<file path="src/rtl/ladybird_config_pkg.sv">
// Shared ladybird bus types: master/slave enumerations, address decode and
// the request/response records used by the bus router.
package ladybird_config;

  localparam int XLEN                = 32;
  localparam int NUM_PERIPHERAL      = 6;
  localparam int BUS_TIMEOUT_DEFAULT = 1024;

  typedef enum logic {
    D_BUS = 1'b0,
    I_BUS = 1'b1
  } core_bus_t;

  typedef enum logic [2:0] {
    IRAM = 3'd0,
    BRAM = 3'd1,
    DRAM = 3'd2,
    UART = 3'd3,
    QSPI = 3'd4,
    GPIO = 3'd5
  } access_t;

  typedef enum logic [1:0] {
    ST_IDLE,
    ST_REQ,
    ST_RESP
  } router_state_t;

  typedef struct packed {
    logic [XLEN-1:0] addr;
    logic            we;
    logic [3:0]      wstrb;
    logic [XLEN-1:0] wdata;
  } bus_req_t;

  typedef struct packed {
    logic [XLEN-1:0] data;
    logic            err;
  } bus_resp_t;

  // Top nibble selects the region; anything unmapped lands in DRAM.
  function automatic access_t ACCESS_TYPE(input logic [XLEN-1:0] addr);
    case (addr[XLEN-1 -: 4])
      4'h9:    return IRAM;
      4'h8:    return BRAM;
      4'hF:    return UART;
      4'hD:    return QSPI;
      4'hE:    return GPIO;
      default: return DRAM;
    endcase
  endfunction

endpackage

</file>
<file path="src/rtl/ladybird_bus_router_arbiter2.sv">
// Two-way round-robin arbiter: a lone requester always wins, a tie goes to
// the master that was not granted last time.
module ladybird_rr_arbiter2
  import ladybird_config::*;
(
  input  logic      clk,
  input  logic      rst,
  input  logic [1:0] req,
  input  logic      accept,
  output core_bus_t grant,
  output logic      grant_valid
);

  core_bus_t last_grant;

  always_comb begin
    // NOTE: every signal driven here gets a default first, so no path can leave it unassigned and infer a latch.
    grant       = D_BUS;
    grant_valid = |req;
    if (req[D_BUS] && req[I_BUS]) begin
      grant = (last_grant == D_BUS) ? I_BUS : D_BUS;
    end else if (req[I_BUS]) begin
      grant = I_BUS;
    end
  end

  // Starts as I_BUS so the first tie after reset goes to D_BUS.
  always_ff @(posedge clk) begin
    // NOTE: non-blocking assignments so every register samples pre-edge values regardless of statement order.
    if (rst) begin
      last_grant <= I_BUS;
    end else if (accept) begin
      last_grant <= grant;
    end
  end

endmodule

</file>
<file path="src/rtl/ladybird_bus_router.sv">
// Routes one D_BUS/I_BUS transaction at a time to the decoded peripheral and
// returns its response; a watchdog turns a hung slave into an error response.
module ladybird_bus_router
  import ladybird_config::*;
#(
  parameter int unsigned     TIMEOUT_CYCLES = BUS_TIMEOUT_DEFAULT,
  parameter logic [XLEN-1:0] TIMEOUT_DATA   = 32'hDEAD_BEEF
) (
  input  logic                                 clk,
  input  logic                                 rst,
  input  logic [1:0]                           m_req_valid,
  output logic [1:0]                           m_req_ready,
  input  logic [1:0][XLEN-1:0]                 m_req_addr,
  input  logic [1:0]                           m_req_we,
  input  logic [1:0][3:0]                      m_req_wstrb,
  input  logic [1:0][XLEN-1:0]                 m_req_wdata,
  output logic [1:0]                           m_resp_valid,
  output logic [XLEN-1:0]                      m_resp_data,
  output logic                                 m_resp_err,
  output logic [NUM_PERIPHERAL-1:0]            s_req_valid,
  input  logic [NUM_PERIPHERAL-1:0]            s_req_ready,
  output logic [XLEN-1:0]                      s_req_addr,
  output logic                                 s_req_we,
  output logic [3:0]                           s_req_wstrb,
  output logic [XLEN-1:0]                      s_req_wdata,
  input  logic [NUM_PERIPHERAL-1:0]            s_resp_valid,
  input  logic [NUM_PERIPHERAL-1:0][XLEN-1:0]  s_resp_data
);

  localparam int            CW       = $clog2(TIMEOUT_CYCLES);
  localparam logic [CW-1:0] CNT_LAST = CW'(TIMEOUT_CYCLES - 1);

  router_state_t state, state_nxt;
  core_bus_t     arb_grant, grant_q;
  logic          arb_valid;
  access_t       target_q;
  bus_req_t      req_q;
  bus_resp_t     resp_q;
  logic          resp_pulse_q;
  logic [CW-1:0] wd_cnt;
  logic          wd_expired;
  logic          load, complete, timeout_hit;

  ladybird_rr_arbiter2 u_arb (
    .clk         (clk),
    .rst         (rst),
    .req         (m_req_valid),
    .accept      (load),
    .grant       (arb_grant),
    .grant_valid (arb_valid)
  );

  assign wd_expired = (wd_cnt == CNT_LAST);

  // The watchdog wins over a slave response arriving on its final cycle.
  always_comb begin
    state_nxt   = state;
    m_req_ready = '0;
    s_req_valid = '0;
    load        = 1'b0;
    complete    = 1'b0;
    timeout_hit = 1'b0;
    unique case (state)
      ST_IDLE: begin
        if (arb_valid) begin
          load                   = 1'b1;
          m_req_ready[arb_grant] = 1'b1;
          state_nxt              = ST_REQ;
        end
      end
      ST_REQ: begin
        if (wd_expired) begin
          timeout_hit = 1'b1;
          state_nxt   = ST_IDLE;
        end else begin
          s_req_valid[target_q] = 1'b1;
          if (s_req_ready[target_q]) begin
            if (s_resp_valid[target_q]) begin
              complete  = 1'b1;
              state_nxt = ST_IDLE;
            end else begin
              state_nxt = ST_RESP;
            end
          end
        end
      end
      ST_RESP: begin
        if (wd_expired) begin
          timeout_hit = 1'b1;
          state_nxt   = ST_IDLE;
        end else if (s_resp_valid[target_q]) begin
          complete  = 1'b1;
          state_nxt = ST_IDLE;
        end
      end
      default: state_nxt = ST_IDLE;
    endcase
    if (rst) begin
      m_req_ready = '0;
      s_req_valid = '0;
      load        = 1'b0;
    end
  end

  always_ff @(posedge clk) begin
    if (rst) begin
      state        <= ST_IDLE;
      grant_q      <= D_BUS;
      target_q     <= IRAM;
      req_q        <= '0;
      resp_q       <= '0;
      resp_pulse_q <= 1'b0;
      wd_cnt       <= '0;
    end else begin
      state        <= state_nxt;
      resp_pulse_q <= complete | timeout_hit;
      if (load) begin
        grant_q  <= arb_grant;
        target_q <= ACCESS_TYPE(m_req_addr[arb_grant]);
        req_q    <= '{addr:  m_req_addr[arb_grant],
                      we:    m_req_we[arb_grant],
                      wstrb: m_req_wstrb[arb_grant],
                      wdata: m_req_wdata[arb_grant]};
        wd_cnt   <= '0;
      end else if (state != ST_IDLE) begin
        wd_cnt <= wd_cnt + 1'b1;
      end
      if (timeout_hit) begin
        resp_q <= '{data: TIMEOUT_DATA, err: 1'b1};
      end else if (complete) begin
        resp_q <= '{data: s_resp_data[target_q], err: 1'b0};
      end
    end
  end

  // grant_q still names the finished transaction during the pulse, even if a
  // new grant is being made in that same cycle.
  always_comb begin
    m_resp_valid = '0;
    if (resp_pulse_q) m_resp_valid[grant_q] = 1'b1;
  end

  assign m_resp_data = resp_q.data;
  assign m_resp_err  = resp_pulse_q & resp_q.err;
  assign s_req_addr  = req_q.addr;
  assign s_req_we    = req_q.we;
  assign s_req_wstrb = req_q.wstrb;
  assign s_req_wdata = req_q.wdata;

endmodule

</file>
<file path="config.mk">
export PLATFORM = sky130hd
export DESIGN_NAME = ladybird_bus_router
export DESIGN_NICKNAME = d
export VERILOG_FILES = /design/src/rtl/ladybird_config_pkg.sv /design/src/rtl/ladybird_bus_router_arbiter2.sv /design/src/rtl/ladybird_bus_router.sv
export SDC_FILE = /design/constraint.sdc
export NUM_CORES = 1
export LEC_CHECK = 0
export ABC_AREA = 1
export CAP_MARGIN = 20
export CORE_AREA = 2 2 177 179
export DETAILED_ROUTE_END_ITERATION = 8
export DIE_AREA = 0 0 179 181
export SETUP_SLACK_MARGIN = 0.2
export SYNTH_ARGS = -nofsm -noshare
export SYNTH_HDL_FRONTEND = slang
export SYNTH_HIERARCHICAL = 1
export SYNTH_SLANG_ARGS = --single-unit
</file>
<file path="constraint.sdc">
create_clock -name clk -period 4.5 [get_ports clk]
set_clock_uncertainty 0.05 [all_clocks]
set_input_delay 1.35 -clock clk [delete_from_list [all_inputs] [get_ports clk]]
set_output_delay 1.35 -clock clk [all_outputs]
set_load 0.01 [all_outputs]
</file>
---- After elaboration in Yosys (flattened, before gate mapping) ----
Cells that the tools add are included.
storage, ports and cells
  register bits ........................... 120
  output and inout port bits .............. 112
operators by class
  multiplexer cells ....................... 50
  $lt $le $gt $ge ......................... 6
  bitwise logic cells ..................... 2
  add/subtract/negate cells ............... 1
  equality and inequality tests ........... 11
  reduce and logical (&&, ||, !) cells .... 12
operator list
  operator                                                                      number
  32-bit 2-to-1 mux                                                             5
  32-bit binary-select mux with 3-bit select                                    1
  33-bit 2-to-1 mux                                                             2
  4-bit equality test, second input constant                                    5
  2-bit 2-to-1 mux                                                              10
  1-bit 2-to-1 mux                                                              19
  6-bit 2-to-1 mux                                                              3
  3-bit case mux with 5 select lines                                            1
  10-bit by 1-bit adder with 10-bit output, second input constant               1
  10-bit equality test, second input constant                                   1
  4-bit 2-to-1 mux                                                              2
  2-bit OR reduction                                                            4
  1-bit binary-select mux with 3-bit select                                     2
  3-bit != test, second input constant                                          2
  2-bit case mux with 3 select lines                                            1
  1-bit logical AND                                                             4
  1-bit by 2-bit less-than comparator with 1-bit output, second input constant  2
  3-bit by 4-bit less-than comparator with 1-bit output, second input constant  1
  2-bit nonzero test                                                            2
  1-bit demux with 3-bit select                                                 1
  3-bit by 1-bit >= comparator with 1-bit output, second input constant         1
  3-bit AND reduction                                                           1
  1-bit demux with 1-bit select                                                 2
  2-bit by 1-bit equality test with 1-bit output, second input constant         1
  other kinds (7)                                                               8

---- Longest topological paths before layout ----
  depth in word-level cells ............... 9
  depth in mapped cells ................... 13
  gate-level depth less buffers ........... 11

---- Hierarchy ----
The synthesis kept the hierarchy.
modules (own cells, without submodules)
  module                cells each  area an instance (µm²)  times used  seq. area each (µm²)
  ladybird_bus_router   1155        7036.7                  1           2382.3
  ladybird_rr_arbiter2  8           55.1                    1           20.0

---- Worst setup path before layout ----
Ideal clock, no wire load.
  kind .................................... in2out
  start ................................... in m_req_valid[1]
  end ..................................... out m_req_ready[1]
  buffers on the path ..................... 2
  path slack .............................. 0.870 ns
  required time ........................... 3.100 ns
  arrival ................................. 2.230 ns
  stages .................................. 7
  path through ............................ or2_1 nand2_1 nor2_1 buf_4 nand2_1 inv_2 buf_2
on the way
  word-level cells in the longest chain between the ends .. 9
RTL lines
  what                                                                                                                       line                                                                    source
  start: declaration                                                                                                         ladybird_bus_router.sv:11                                               input logic [1:0] m_req_valid,
  1-bit 2-to-1 mux / 1-bit logical AND (equally long branches)                                                               ladybird_bus_router_arbiter2.sv:22, ladybird_bus_router_arbiter2.sv:20
  1-bit 2-to-1 mux                                                                                                           ladybird_bus_router_arbiter2.sv:20                                      if (req[D_BUS] && req[I_BUS]) begin
  1-bit by 2-bit less-than comparator with 1-bit output (implied by the code) / 1-bit >= comparator (equally long branches)  ladybird_bus_router.sv:67                                               m_req_ready[arb_grant] = 1'b1;
  1-bit logical AND (implied by the code)                                                                                    ladybird_bus_router.sv:67
  1-bit 2-to-1 mux (implied by the code)                                                                                     ladybird_bus_router.sv:67
  1-bit demux with 1-bit select                                                                                              ladybird_bus_router.sv:67
  2-bit 2-to-1 mux (*)                                                                                                       ladybird_bus_router.sv:65                                               if (arb_valid) begin
  2-bit 2-to-1 mux (*)                                                                                                       ladybird_bus_router.sv:63                                               unique case (state)
  2-bit 2-to-1 mux (*)                                                                                                       ladybird_bus_router.sv:98                                               if (rst) begin
  end: declaration                                                                                                           ladybird_bus_router.sv:12                                               output logic [1:0] m_req_ready,
Mark *: on every way between the ends. The rest lies on a longest branch, timed or not.

---- Final worst setup path ----
  start ................................... in m_req_valid[0]
  end ..................................... out m_req_ready[1]
RTL lines
  what                line                                source
  2-bit OR reduction  ladybird_bus_router_arbiter2.sv:19  grant_valid = |req;
  net arb_valid       ladybird_bus_router.sv:35           logic arb_valid;
  2-bit 2-to-1 mux    ladybird_bus_router.sv:65
  2-bit 2-to-1 mux    ladybird_bus_router.sv:63
  2-bit 2-to-1 mux    ladybird_bus_router.sv:98
The timed path passes the listed nets, and every way through them passes these cells.

==> key figures <==
Run status
  • Outcome: finished clean

Worst setup path
  • Worst-path maximum fanout: 3
  • Reg-to-reg critical path endpoint: m_resp_data[0]$_SDFFE_PP0P_
  • CP Launch Type: input pin
  • FF-to-FF setup slack: 1.46 ns
  • WP data arrival: roughly 2.7 ns
  • R2R cell count: 10
  • Data required time at the worst endpoint: 3.10 ns
  • Worst-path cell chain: clkdlybuf4s50_1, or2_1, nand2_1, nor2_2, nand2_1, inv_2, dlygate4sd2_1
  • Critical path's slowest cell: clkdlybuf4s50_1
  • CP Class: input pin to output port
  • Most frequent CP cell: nand2_1
  • CP endpoint kind: output port
  • RR Startpoint: target_q[0]$_SDFFE_PP0P_
  • Critical Path Max Stage Delay: 0.49 ns

Synth
  • Distinct cells, synth: 32
  • Yosys reg bits: 120
  • Net Count, Synth: 1,513
  • Synth cell count leaders: nand2_1, nor2_1, dfxtp_1
  • Count leader, synth: nand2_1
  • Top-area cell type share of the netlist area: 33.87%
  • Synthesis Warnings: 6
  • Area leader, netlist: dfxtp_1
  • FFs w/ async S/R, synth: 0%
  • Mapped Cells: between 1,000 and 1,500
  • Synthesized area: about 7000 um^2
  • Number of synthesized flops with an enable pin: 0
  • Synth area leaders: dfxtp_1, nand2_1, nor2_1
  • Avg Inst Size Synth: 6.098 um^2
  • Sequential area share after synthesis: about a third
  • Prevailing post-synth register cell: dfxtp_1

Cells and area
  • Layout area overhead: 73.89%
  • Sequential cell area: 2406 um^2
  • N_diodes: 0
  • Final net count: about 1,900
  • Layout fillers: 3,243
  • Final instance area: around 12,000 um^2
  • Area of the multi-input gates: 3956 um^2
  • Share of layout cells above drive strength 1: 4.481%
  • Post-Layout Cell Count: 1,958

STA
  • Min Clock Period, post-route: 4.137 ns
  • Final Hold Viols: 0
  • Slew Limit Fails: 0
  • Share of the clock period used by the worst path: about 92%
  • Setup violators final: 0
  • RSZ-0062 raised after global routing: false
  • F_max: between 0.2 and 0.25 GHz
  • Worst setup margin: between 0.3 and 0.4 ns
  • Hold WS: about 0.42 ns
  • Worst-Margin Slew: 0.7710 ns
  • Worst relative slew slack: 48.60%

Floorplan
  • Core area: 30,350 um^2
  • Io pins: around 460
  • Die area: about 32,000 um^2
  • Row count: 64
  • Initial Utilization: 23.37%
  • Chip width: 179 um
  • DIE HEIGHT: 181 um

Clock network
  • Post-CTS Setup Bufs: 0
  • Clock Path Buffers: 2
  • Clk slew on worst S/H paths: 0.06 ns
  • Clk sinks: 120
  • Clk_lat worst skew: approximately 0.42 ns
  • Htree depth: 4
  • CTS Root Cell: clkbuf_16
  • CTS tree: done
  • CTS buffer count: 17

Power and ir drop
  • Max IR drop VDD: 0.0002247 V
  • Power Density: roughly 390 nW/um^2
  • Leak: roughly 4.9 nW

Hold path
  • Hold Crit Depth: 2
  • Hold path start: resp_q[0]$_SDFFE_PP0P_
  • WHS Endpoint: resp_q[0]$_SDFFE_PP0P_
  • Min-delay worst type: register to register

Flow run
  • Max-Cap Viols: 0

Global route
  • Grt total ovfl: 0
  • All-Layer GR Usage: 19.47%
  • Global-route wire length before repair: 48,020 um
  • Initial antenna violation count: 1
  • Largest net degree at the start of global routing: 71
  • Vias in the first global route: around 8,300

Place
  • Routability Congestion: roughly 0.84
  • Dpl ws: -0.003694 ns
  • Input/output buffers: 457
  • Post-place instance area: about 12,000 um^2
  • Placed cell count: 1,926
  • Hpwl dp: 25,740 um

Detailed routing
  • Final antenna-violating net count: 0
  • Via count: 8,793
  • Drc violations: 0
  • Detailed Route Iter0 Violations: around 450
  • Routed len/inst: between 15 and 20 um
  • Pre-Repair DR Iteration Count: 4
  • Via-to-Cell Ratio: approximately 4.5
  • Post-detailed-routing wire length: 33,480 um
==> worst max path at each step <==
stage	endpoint	cells after the start	slack (ns)	startpoint
3_5_place_dp	m_req_ready[1]	7	-0.004	m_req_valid[0]
6_report	m_req_ready[1]	7	0.36	m_req_valid[0]
5_1_grt	m_req_ready[1]	7	0.20	m_req_valid[0]
2_1_floorplan	m_req_ready[1]	7	0.87	m_req_valid[1]
4_1_cts	m_req_ready[1]	7	0.32	m_req_valid[0]
3_3_place_gp	m_req_ready[1]	7	-0.02	m_req_valid[1]
==> layer usage <==
layer  routed length, um  global-route usage [%]
met1               13540                   22.34
met2               16200                   34.11
met3                3164                   6.734
met4                 569                   5.073
met5                   0                       0
==> registers in the layout (all words and copies together) (netlist names) <==
| name | cells |
|---|---|
| state | 2 |
| s_req_addr | 32 |
| grant_q | 1 |
| u_arb/last_grant | 1 |
| s_req_wstrb | 4 |
| s_req_wdata | 32 |
| wd_cnt | 10 |
| s_req_we | 1 |
| target_q | 3 |
| resp_pulse_q | 1 |
| m_resp_data | 32 |
| resp_q | 1 |
==> final cells by class <==
| class | count | share of cell area [%] |
|---|---|---|
| repair buffers | 473 | 38.13 |
| multi-input cells | 895 | 32.08 |
| clock buffers | 17 | 3.450 |
| inverters | 42 | 1.289 |
| flip-flops and latches | 120 | 19.51 |
| clock inverters | 15 | 1.522 |
| well taps | 396 | 4.018 |
==> critical path, delay by kind of cell <==
kind	cells	cell delay (ns)
buf+inv	3	0.91
simple gates	4	0.47
==> per-stage QoR <==
step	TNS (ns)	total power, mW	utilization (%)
2_1_floorplan	0	2.486	-
3_3_place_gp	-0.01621	3.423	38.61
3_5_place_dp	-0.003694	3.439	38.61
4_1_cts	0	4.915	40.63
5_1_grt	0	5.159	40.63
6_report	0	4.849	40.63
==> cell usage in the layout, fill, tap and decap left out, types with 2 or more instances in the layout <==
cell	synthesis	routed
a21boi_0	13	13
a21oi_1	31	31
a31oi_1	65	65
buf_4	38	16
bufinv_16	0	3
clkbuf_16	0	17
clkdlybuf4s50_1	0	454
clkinv_2	0	3
clkinvlp_4	0	2
dfxtp_1	120	119
dlygate4sd2_1	0	2
ha_1	4	4
inv_1	37	34
inv_2	5	7
inv_6	0	6
nand2_1	472	472
nand2_4	2	2
nand3_1	83	83
nand4_1	4	4
nor2_1	139	137
nor2_2	3	4
nor3b_1	2	2
o21ai_0	47	47
o21ai_1	8	8
o221ai_1	3	3
o22ai_1	5	5
or2_2	3	3
xor2_1	4	4
==> cells by family (layout without fill, tap and decap cells) <==
logic type,after synthesis,count (layout),synth area share [%]
buffers and inverters,148,547,10.48
AO/OA/AOI/OAI,175,175,14.31
flip-flops,120,120,33.87
AND/OR/NAND/NOR,712,712,40.14
XOR/XNOR,4,4,0.4940
adder cells (fa/ha/maj),4,4,0.7057
==> report_power, final <==
part	total [mW]	internal (mW)	switching, mW	leakage [nW]
sequential	1.36	1.24	0.119	0.978
combinational	2.03	0.897	1.14	3.64
clock	1.45	0.884	0.569	0.297
==> what timing repair did <==
item,in CTS,in global routing
resized for setup,3,0
setup endpoints to repair,2,0
hold buffers,0,0
No activity file was read; power rests on OpenSTA's default activity.
